==> src/rtl/mips_irq_pkg.sv <==
// Shared constants for the interrupt controller register block.
package mips_irq_pkg;

  // Register map on the data bus
  localparam logic [1:0] IRQ_ADDR_PEND = 2'd0;
  localparam logic [1:0] IRQ_ADDR_MASK = 2'd1;
  localparam logic [1:0] IRQ_ADDR_MODE = 2'd2;
  localparam logic [1:0] IRQ_ADDR_VEC  = 2'd3;

  // Status fields in the VEC register
  localparam int IRQ_VEC_BUSY_BIT = 15;
  localparam int IRQ_VEC_REQ_BIT  = 14;

  // Software-set flag lives in the top data bit; default bus width shown here,
  // the helper gives the position for any configured width.
  localparam int IRQ_DATA_WIDTH = 32;
  localparam int IRQ_SWSET_BIT  = IRQ_DATA_WIDTH - 1;

  function automatic int irq_swset_bit(input int dw);
    return dw - 1;
  endfunction

endpackage

==> src/rtl/irq_controller_prio_enc.sv <==
// Lowest-index-first priority encoder: line 0 wins.
module irq_prio_enc #(
  parameter int N_IRQ = 8,
  parameter int IDX_W = 4
) (
  input  logic [N_IRQ-1:0] req,
  output logic [IDX_W-1:0] idx,
  output logic             valid
);

  // Scan from the top down so the lowest set index is the last one assigned
  always_comb begin
    idx   = '0;
    valid = 1'b0;
    for (int k = N_IRQ - 1; k >= 0; k--) begin
      if (req[k]) begin
        idx   = IDX_W'(k);
        valid = 1'b1;
      end
    end
  end

endmodule

==> src/rtl/irq_controller.sv <==
// N-line interrupt controller: edge/level capture, mask, W1C/software set,
// fixed-priority vectoring with ack / end-of-interrupt handshake.
module irq_controller
  import mips_irq_pkg::*;
#(
  parameter int DATA_WIDTH = 32,
  parameter int N_IRQ      = 8,
  parameter int IDX_W      = 4
) (
  input  logic                  i_clk,
  input  logic                  i_rst,
  input  logic [N_IRQ-1:0]      i_irq,
  input  logic                  i_we,
  input  logic [1:0]            i_addr,
  input  logic [DATA_WIDTH-1:0] i_data,
  input  logic                  i_ack,
  input  logic                  i_eoi,
  output logic [DATA_WIDTH-1:0] o_data,
  output logic                  o_irq,
  output logic [IDX_W-1:0]      o_vec,
  output logic                  o_busy
);

  localparam int SWSET = irq_swset_bit(DATA_WIDTH);

  logic [N_IRQ-1:0] pend, mask, mode, prev;
  logic [N_IRQ-1:0] pend_nxt, rise, w1c, swset, ack_clr, active;
  logic [IDX_W-1:0] vec, sel;
  logic             busy, any, ack_take, wr_pend;

  // Data bits above the line count (except the set flag) carry no meaning
  logic unused_ok;
  assign unused_ok = &{1'b0, i_data};

  assign active = pend & mask;

  irq_prio_enc #(.N_IRQ(N_IRQ), .IDX_W(IDX_W)) u_enc (
    .req   (active),
    .idx   (sel),
    .valid (any)
  );

  // An ack only counts when the CPU actually saw a request and nothing is in service
  assign ack_take = i_ack & o_irq & ~busy;
  assign wr_pend  = i_we && (i_addr == IRQ_ADDR_PEND);
  assign rise     = i_irq & ~prev;
  assign w1c      = wr_pend ? i_data[N_IRQ-1:0] : '0;
  assign swset    = (wr_pend && i_data[SWSET]) ? (i_data[N_IRQ-1:0] & mode) : '0;
  assign ack_clr  = ack_take ? (mode & (N_IRQ'(1) << sel)) : '0;

  // Edge lines: clears first, sets override. Level lines track the input.
  always_comb begin
    pend_nxt = (pend & ~(w1c | ack_clr)) | rise | swset;
    pend_nxt = (mode & pend_nxt) | (~mode & i_irq);
  end

  // Register state, handshake and the request line
  always_ff @(posedge i_clk) begin
    if (i_rst) begin
      pend  <= '0;
      mask  <= '0;
      mode  <= '0;
      prev  <= '0;
      vec   <= '0;
      busy  <= 1'b0;
      o_irq <= 1'b0;
    end else begin
      prev  <= i_irq;
      pend  <= pend_nxt;
      o_irq <= any & ~busy & ~i_ack;
      if (i_we && i_addr == IRQ_ADDR_MASK) mask <= i_data[N_IRQ-1:0];
      if (i_we && i_addr == IRQ_ADDR_MODE) mode <= i_data[N_IRQ-1:0];
      // EOI wins; ack_take already excludes the busy case
      if (i_eoi && busy) begin
        busy <= 1'b0;
      end else if (ack_take) begin
        busy <= 1'b1;
        vec  <= sel;
      end
    end
  end

  // Combinational register read, upper bits zero
  always_comb begin
    o_data = '0;
    case (i_addr)
      IRQ_ADDR_PEND: o_data[N_IRQ-1:0] = pend;
      IRQ_ADDR_MASK: o_data[N_IRQ-1:0] = mask;
      IRQ_ADDR_MODE: o_data[N_IRQ-1:0] = mode;
      default: begin
        o_data[IDX_W-1:0]        = vec;
        o_data[IRQ_VEC_REQ_BIT]  = o_irq;
        o_data[IRQ_VEC_BUSY_BIT] = busy;
      end
    endcase
  end

  assign o_vec  = vec;
  assign o_busy = busy;

endmodule

==> config.mk <==
export PLATFORM = sky130hd
export DESIGN_NAME = irq_controller
export DESIGN_NICKNAME = d
export VERILOG_FILES = /design/src/rtl/mips_irq_pkg.sv /design/src/rtl/irq_controller_prio_enc.sv /design/src/rtl/irq_controller.sv
export SDC_FILE = /design/constraint.sdc
export NUM_CORES = 1
export LEC_CHECK = 0
export ABC_AREA = 1
export CAP_MARGIN = 30
export CORE_MARGIN = 8
export CORE_UTILIZATION = 40
export CTS_CLUSTER_DIAMETER = 30
export CTS_CLUSTER_SIZE = 24
export DETAILED_ROUTE_END_ITERATION = 8
export PLACE_DENSITY = 0.75
export SLEW_MARGIN = 20
export SYNTH_ARGS = -nofsm -noshare
export SYNTH_HDL_FRONTEND = slang
export SYNTH_SLANG_ARGS = --single-unit
==> constraint.sdc <==
create_clock -name i_clk -period 1.6 [get_ports i_clk]
set_clock_uncertainty 0.2 [all_clocks]
set_input_delay 0.32 -clock i_clk [delete_from_list [all_inputs] [get_ports i_clk]]
set_output_delay 0.32 -clock i_clk [all_outputs]
set_load 0.02 [all_outputs]
# Word-level counts from Yosys, hierarchy flattened
# Index checks and enable logic that the tools add are counted.
# totals
reg_bits	38
out_inout_bits	38
# classes
n_eq_ne	2
shift	1
muxes	22
bitwise_logic	21
n_reduce_logical	9
# op_table
cell	count
bitwise AND 8 bit	7
OR 8 bit	4
two-way mux 3 bit	8
two-way mux 8 bit	3
NOT 8 bit	3
case mux 4 bit (3 select lines)	2
two-way mux 1 bit	8
left shift 1 x 4 -> 8 bit, first input constant	1
logical AND 1 bit	5
bitwise AND 1 bit	4
NOT 1 bit	3
OR reduction 3 bit	1
equality test 2 x 1 -> 1 bit, second input constant	1
equality test 2 bit, second input constant	1
logical NOT 2 bit	1
two-way mux 2 bit	1
AND reduction 2 bit	1
OR reduction 2 bit	1

# Longest topological paths before layout
# Gate-level depths: netlist (run 1).
# logic_depth
depth_word	19
ltp_mapped	13

# Cells and area by module
# From an unflattened synthesis (run 1), not the netlist that was laid out.
# unflattened
cells_unflattened	319
hier_area_um2	2082.0
# by_module_without_submodules
mod	instances	cells_each	area_per_inst_um2
irq_controller	1	295	1971.9
irq_prio_enc	1	24	110.1

# Worst setup path before layout (run 1)
# No wires, ideal clock.
# synth_path
path_kind	register to output
from	reg vec[2], in the netlist o_vec[2]
to	out o_data[2]
arrival_ns	0.995
setup_slack_ns	0.085
stages_incl_launch_ff	3
path_buffers	0
path_cell_list	dfxtp_1 > inv_1 > o21ai_0
# synth_between
elab_chain_cells	1
# synth_rtl
item	line	rtl
start, declared	irq_controller.sv:28	logic [IDX_W-1:0] vec, sel;
start signal, assigned	irq_controller.sv:78	vec <= sel;
case mux 4 bit (3 select lines)	irq_controller.sv:86	case (i_addr)
end, declared	irq_controller.sv:18	output logic [DATA_WIDTH-1:0] o_data,
# No other way between the ends.

# Worst setup path after layout (run 1)
# layout_path
from	in i_addr[0]
to	out o_data[0]
# layout_between
elab_chain_cells	2
word_cells_on_any_way	4
classes_between	2 x eq/ne; 1 x mux; 1 x reduce/logical
# layout_rtl
item	line	rtl
start, declared	irq_controller.sv:14	input logic [1:0] i_addr,
equality test 2 bit, or another cell as far along	irq_controller.sv:86	
case mux 4 bit (3 select lines) (*)	irq_controller.sv:86	
# Mark *: on every way between the ends. The rest lies on a longest branch, timed or not.

==> impl_metrics.yaml, run 1 <==
clock_tree:
  path_clk_slew_ns: 0.07
  cts_root_buf: "clkbuf_8"
  numCtsBuffers: 5
  tritoncts: "built"
  clk_path_buf_depth: 2
  postCtsHoldBufs: 0
  h-tree-depth: 2
  clk_latency_ns: 0.29
  cts_sinks: 37
power:
  p_leak_nw: 1.53
  p_int_mw: 1.57
  clockPowerShare_pct: 29.6
  p_sw_mw: 0.662
  peakVddDrop_uv: 495
  finalPower_mw: 2.23
  power.density_nw_per_um2: 701
  combPwrFrac_pct: 25.2
  switching_share_pct: 29.7
  p_seq_share_pct: 45.3
floorplanning:
  initial_utilization_pct: 41.0
  core_area_um2: 5040
  io_pins: 85
  die_y_um: 87.9
  rows: 26
  die_w_um: 87.9
  dieArea_um2: 7720
placement:
  post-dp-hpwl_um: 4080
  port-buffer-count: 38
  place_congestion: 0.817
  place_inst: 436
detailed_routing:
  drt-pass1-iter-count: 4
  wl_met1_um: 2440
  top_layer: "met4"
  viasPerCell: 4.69
  drt-total-wl_um: 6070
  routed-wl-met3_um: 448
  dr_wl_met2_um: 3080
  first_iter_violations: 167
  via_count: 2109
  drc: 0
  wl_per_cell_um: 13.5
  detail-route-antenna-nets: 0
worst_setup_path:
  critPathMaxFanout: 8
  end_kind: "output port"
  crit_arrival_ns: 1.14
  crit_required_ns: 1.08
  crit_type: "primary input to output port"
  startpoint_type: "primary input"
synth:
  synth-simple-area-share_pct: 24.8
  synth_mux_area_share_pct: 0
  synth_adder_area_share_pct: 0
  synth-compound-area-share_pct: 21.1
  ys.flop_type: "dfxtp_1"
  synth_edf_count: 0
  synth_seq_cells: 37
  yosysMostFrequentCell: "nand2_1"
  yosysTopAreaCell: "dfxtp_1"
  synth_area_um2: 2070
  async_flop_share_pct: 0
  yosysWarnings: 0
  avgSynthCellArea_um2: 7.20
  synth_top_family_by_area: "simple AND/OR/NAND/NOR gates"
  synth-xor-area-share_pct: 0
  syn_inst: 287
  synth_seq_area_share_pct: 35.8
  ys_types: 28
  synthTopCellsByCount: "63 x nand2_1, 41 x inv_1, 37 x dfxtp_1, 23 x buf_4, 23 x o21ai_0"
  synth_area_leaders: "dfxtp_1 36%, nand2_1 11%, buf_4 8.4%, inv_1 7.4%, o21ai_0 5.6%"
  synth.top_cell.area_share_pct: 35.8
job:
  max-cap-violations: 0
timing:
  hold_ws_ns: 0.116
  slew_violations: 0
  fin_ws_ns: -0.0608
  rsz0062_at_grt: "yes"
  final_hold_viol_count: 0
  finalSetupViolations: 9
  timing.final.crit_share_pct: 104
  period_needed_ns: 1.66
  fmax_mhz: 602
final_layout:
  drive_above_1_share_pct: 38.7
  synthToLayoutAreaGrowth_pct: 53.9
  final_nets: 427
  fin_util_pct: 63.1
  instances_no_fill: 450
  antenna_cells: 0
grt:
  grt_pass1_vias: 1984
  grt_first_pass_wirelength_um: 9330
  grt_overflow: 0
  grt_usage_pct: 15.4
  grt_max_degree: 27
  antenna_found_initial: 0
run_status:
  status: "finished, violations left"
  violations: "setup timing"
min_path:
  hold_path_class: "primary input to flop"
[area by class of cell]
type | count | area, um2
multi-input cells | 196 | 1210
repair buffers | 92 | 856
clock buffers | 7 | 86.3
flip-flops and latches | 37 | 753
inverters | 48 | 186
well taps | 70 | 87.6
fillers | 424 | 1860
[flip-flops by register name, indices dropped and copies added (netlist names)]
register  flops
mask          8
mode          8
o_busy        1
o_irq         1
o_vec         3
pend          8
prev          8
[per-stage QoR]
step / setup slack [ns] / TNS (ns) / instance area, um2
after floorplan: 0.0847 / 0 / 2150
after global placement: -0.988 / -15.38 / 2810
after detailed placement: -1.01 / -15.94 / 2810
after CTS: -0.0793 / -0.489 / 3070
after global routing: -0.108 / -1.09 / 3180
final: -0.0608 / -0.308 / 3180
[worst paths after layout]
path,from,endpoint,slack (ns),depth (start not counted)
max,i_addr[0],o_data[0],-0.06,7
min reg2reg,prev[3]$_SDFF_PP0_,pend[3]$_SDFF_PP0_,0.27,3
max reg2reg,pend[4]$_SDFF_PP0_,pend[1]$_SDFF_PP0_,0,9
min,i_ack,o_irq$_SDFF_PP0_,0.12,2
[routing by layer]
layer | vias up | track usage, %
li1 | 1065 | -
met1 | 972 | 17.9
met2 | 58 | 27.0
met3 | 14 | 4.22
met4 | 0 | 3.91
met5 | - | 0
[worst max-delay path: stages]
cell and delay [ns]:
buf_8 0.10, nor2_2 0.17, inv_4 0.12, o22ai_1 0.18, a21oi_2 0.05, nand2_1 0.07, buf_6 0.11
[cell usage in the layout (no fill, tap or decap), types with 11 or more instances in the layout]
master | netlist | final
nand2_1 | 63 | 51
buf_4 | 23 | 46
inv_1 | 41 | 35
dfxtp_1 | 37 | 27
conb_1 | 1 | 23
o21ai_0 | 23 | 22
clkdlybuf4s50_1 | 0 | 19
a21oi_1 | 21 | 18
nor2_1 | 14 | 13
buf_6 | 0 | 12
nand2_2 | 6 | 11
[what timing repair did]
| item | 4_1_cts | 5_1_grt |
|---|---|---|
| pin swaps | 6 | 18 |
| setup buffers | 3 | 5 |
| endpoints found under the setup margin | 23 | 21 |
| cloned | 1 | 0 |
| gates resized for setup | 106 | 42 |
[cell families (layout without fill, tap and decap cells)]
logic type,Yosys count,in the layout
compound gates,69,69
buf+inv,76,147
flops,37,37
other cells,1,23
simple gates,104,104
[power groups by stage]
stage	Sequential, mW	Clock, mW	Combinational (mW)
after floorplan	1.02	0	0.281
after global placement	1.01	0	0.475
after detailed placement	1.02	0	0.482
after CTS	1.00	0.674	0.525
after global routing	1.01	0.717	0.607
final	1.01	0.660	0.561
Power figures use the tool's default switching activity.
==> run 2, diff against run 1 <==
--- a/config.mk
+++ b/config.mk
@@ -8,11 +8,12 @@
 export ABC_AREA = 1
 export CAP_MARGIN = 30
 export CORE_MARGIN = 8
-export CORE_UTILIZATION = 40
+export CORE_UTILIZATION = 43
 export CTS_CLUSTER_DIAMETER = 30
 export CTS_CLUSTER_SIZE = 24
 export DETAILED_ROUTE_END_ITERATION = 8
-export PLACE_DENSITY = 0.75
+export GPL_TIMING_DRIVEN = 0
+export PLACE_DENSITY = 0.8
 export SLEW_MARGIN = 20
 export SYNTH_ARGS = -nofsm -noshare
 export SYNTH_HDL_FRONTEND = slang
==> run 2 against run 1 <==
  * The flow still finishes with violations (setup timing)
  * Die area shrank 5.7%
  * Final cell count shrank 5.8%
  * Largest cell class unchanged
  * Maximum frequency shrank 3.5%
  * Critical endpoint is now pend[5]$_SDFF_PP0_
==> impl_metrics.yaml, run 2 (synthesis gave the netlist of run 1 again) <==
final_layout:
  final_nets: 416
  fin_util_pct: 63.5
  drive_above_1_share_pct: 39.5
  final_cell_mix: "58 x nand2_1, 42 x buf_4, 31 x inv_1"
  synthToLayoutAreaGrowth_pct: 44.1
  final_common_cell: "nand2_1"
  antenna_cells: 0
placement:
  post-dp-hpwl_um: 4090
  post-place-ws_ns: -1.11
  place_congestion: 0.858
  port-buffer-count: 38
timing:
  rsz0062_at_grt: "yes"
  finalSetupViolations: 11
  fin_ws_ns: -0.121
  slew_violations: 0
  fmax_mhz: 581
  timing.final.crit_share_pct: 108
  period_needed_ns: 1.72
  setup_tns_ns: -0.392
  hold_ws_ns: 0.110
  final_hold_viol_count: 0
detailed_routing:
  wl_met1_um: 2520
  dr_wl_met2_um: 3130
  top_layer: "met4"
  first_iter_violations: 241
  drt-total-wl_um: 6260
  wl_per_cell_um: 14.8
  viasPerCell: 4.92
  detail-route-antenna-nets: 0
  routed-wl-met3_um: 466
  drc: 0
  via_count: 2087
  drt-pass1-iter-count: 5
worst_setup_path:
  crit_type: "flop to flop"
  startpoint_type: "flop"
  endpoint: "pend[5]$_SDFF_PP0_"
  crit_arrival_ns: 1.70
  critPathMaxFanout: 4
  crit_required_ns: 1.58
  reg2reg_depth: 9
  reg2reg_from: "mask[0]$_SDFFE_PP0P_"
  startpoint: "mask[0]$_SDFFE_PP0P_"
  r2r_slack_ns: -0.12
  end_kind: "flop"
  rr_endpoint: "pend[5]$_SDFF_PP0_"
floorplanning:
  initial_utilization_pct: 44.1
  die_w_um: 85.3
  io_pins: 85
  die_y_um: 85.3
  dieArea_um2: 7280
  rows: 25
  core_area_um2: 4690
power:
  power.density_nw_per_um2: 731
  p_leak_nw: 1.44
  peakVddDrop_uv: 406
  finalPower_mw: 2.18
clock_tree:
  clk_latency_ns: 0.30
  clk_path_buf_depth: 2
  h-tree-depth: 2
  cts_sinks: 37
  numCtsBuffers: 5
  tritoncts: "built"
  cts_root_buf: "clkbuf_8"
  path_clk_slew_ns: 0.07
grt:
  grt_first_pass_wirelength_um: 9340
  grt_usage_pct: 16.3
  grt_overflow: 0
  grt_pass1_vias: 1979
  antenna_found_initial: 0
  grt_max_degree: 11
run_status:
  violations: "setup timing"
  status: "finished, violations left"
min_path:
  hold_path_class: "primary input to flop"
  hold_depth: 2
job:
  max-cap-violations: 0
-- run 2: cell types whose count changed in the layout (fill, tap and decap cells not counted), moves of 3 or more --
cell     change
nand2_4      -3
buf_6        -7
buf_4        -4
dfxtp_2     +13
dfxtp_1     -14
inv_1        -4
inv_2        +4
nand2_2      -4
nand2_1      +7
-- run 2: layer usage --
layer,vias up,track usage [%]
met5,-,0
met4,0,8.92
met3,15,5.41
met1,947,17.5
met2,83,27.7
li1,1042,-
-- run 2: power by group --
part | switching [mW] | internal [mW]
sequential | 0.0377 | 0.977
combinational | 0.295 | 0.222
clock | 0.335 | 0.310
-- run 2: layout make-up --
type                            count  area [um2]
Sequential cell                    37         773
Multi-Input combinational cell    196        1160
Tap cell                           54        67.6
Fill cell                         402        1710
Buffer                             28         198
Timing Repair Buffer               53         505
Clock buffer                        8        80.1
Inverter                           48         191
-- run 2: worst min-delay path by stage --
stage	startpoint	end	slack [ns]
final	i_ack	o_irq$_SDFF_PP0_	0.11
after global routing	i_ack	o_irq$_SDFF_PP0_	0.11
after CTS	mode[1]$_SDFFE_PP0P_	mode[1]$_SDFFE_PP0P_	0.26
after detailed placement	prev[3]$_SDFF_PP0_	pend[3]$_SDFF_PP0_	0.26
after global placement	prev[3]$_SDFF_PP0_	pend[3]$_SDFF_PP0_	0.25
after floorplan	i_rst	prev[6]$_SDFF_PP0_	0.20
-- run 2: worst max-delay path, cell delays in order, from the launching register on --
cell	delay [ns]
dfxtp_2	0.33
buf_6	0.11
nand2_4	0.06
nand2_4	0.05
nor2_4	0.11
inv_2	0.07
nor3_4	0.24
nand4_1	0.21
nand2_1	0.15
a21oi_2	0.06
-- run 2: per-stage QoR --
| stage | instances | instance area, um2 |
|---|---|---|
| 4_1_cts | 418 | 2800 |
| 6_report | 424 | 2980 |
| 3_3_place_gp | 401 | 2600 |
| 2_1_floorplan | 309 | 2150 |
| 3_5_place_dp | 401 | 2600 |
| 5_1_grt | 424 | 2980 |
-- run 2: repair_timing --
action,CTS,global route
buffers inserted,9,6
setup endpoints to repair,41,26
pin swaps,12,19
resized for setup,105,47
endpoints found under the hold margin,0,0
hold buffers,0,0
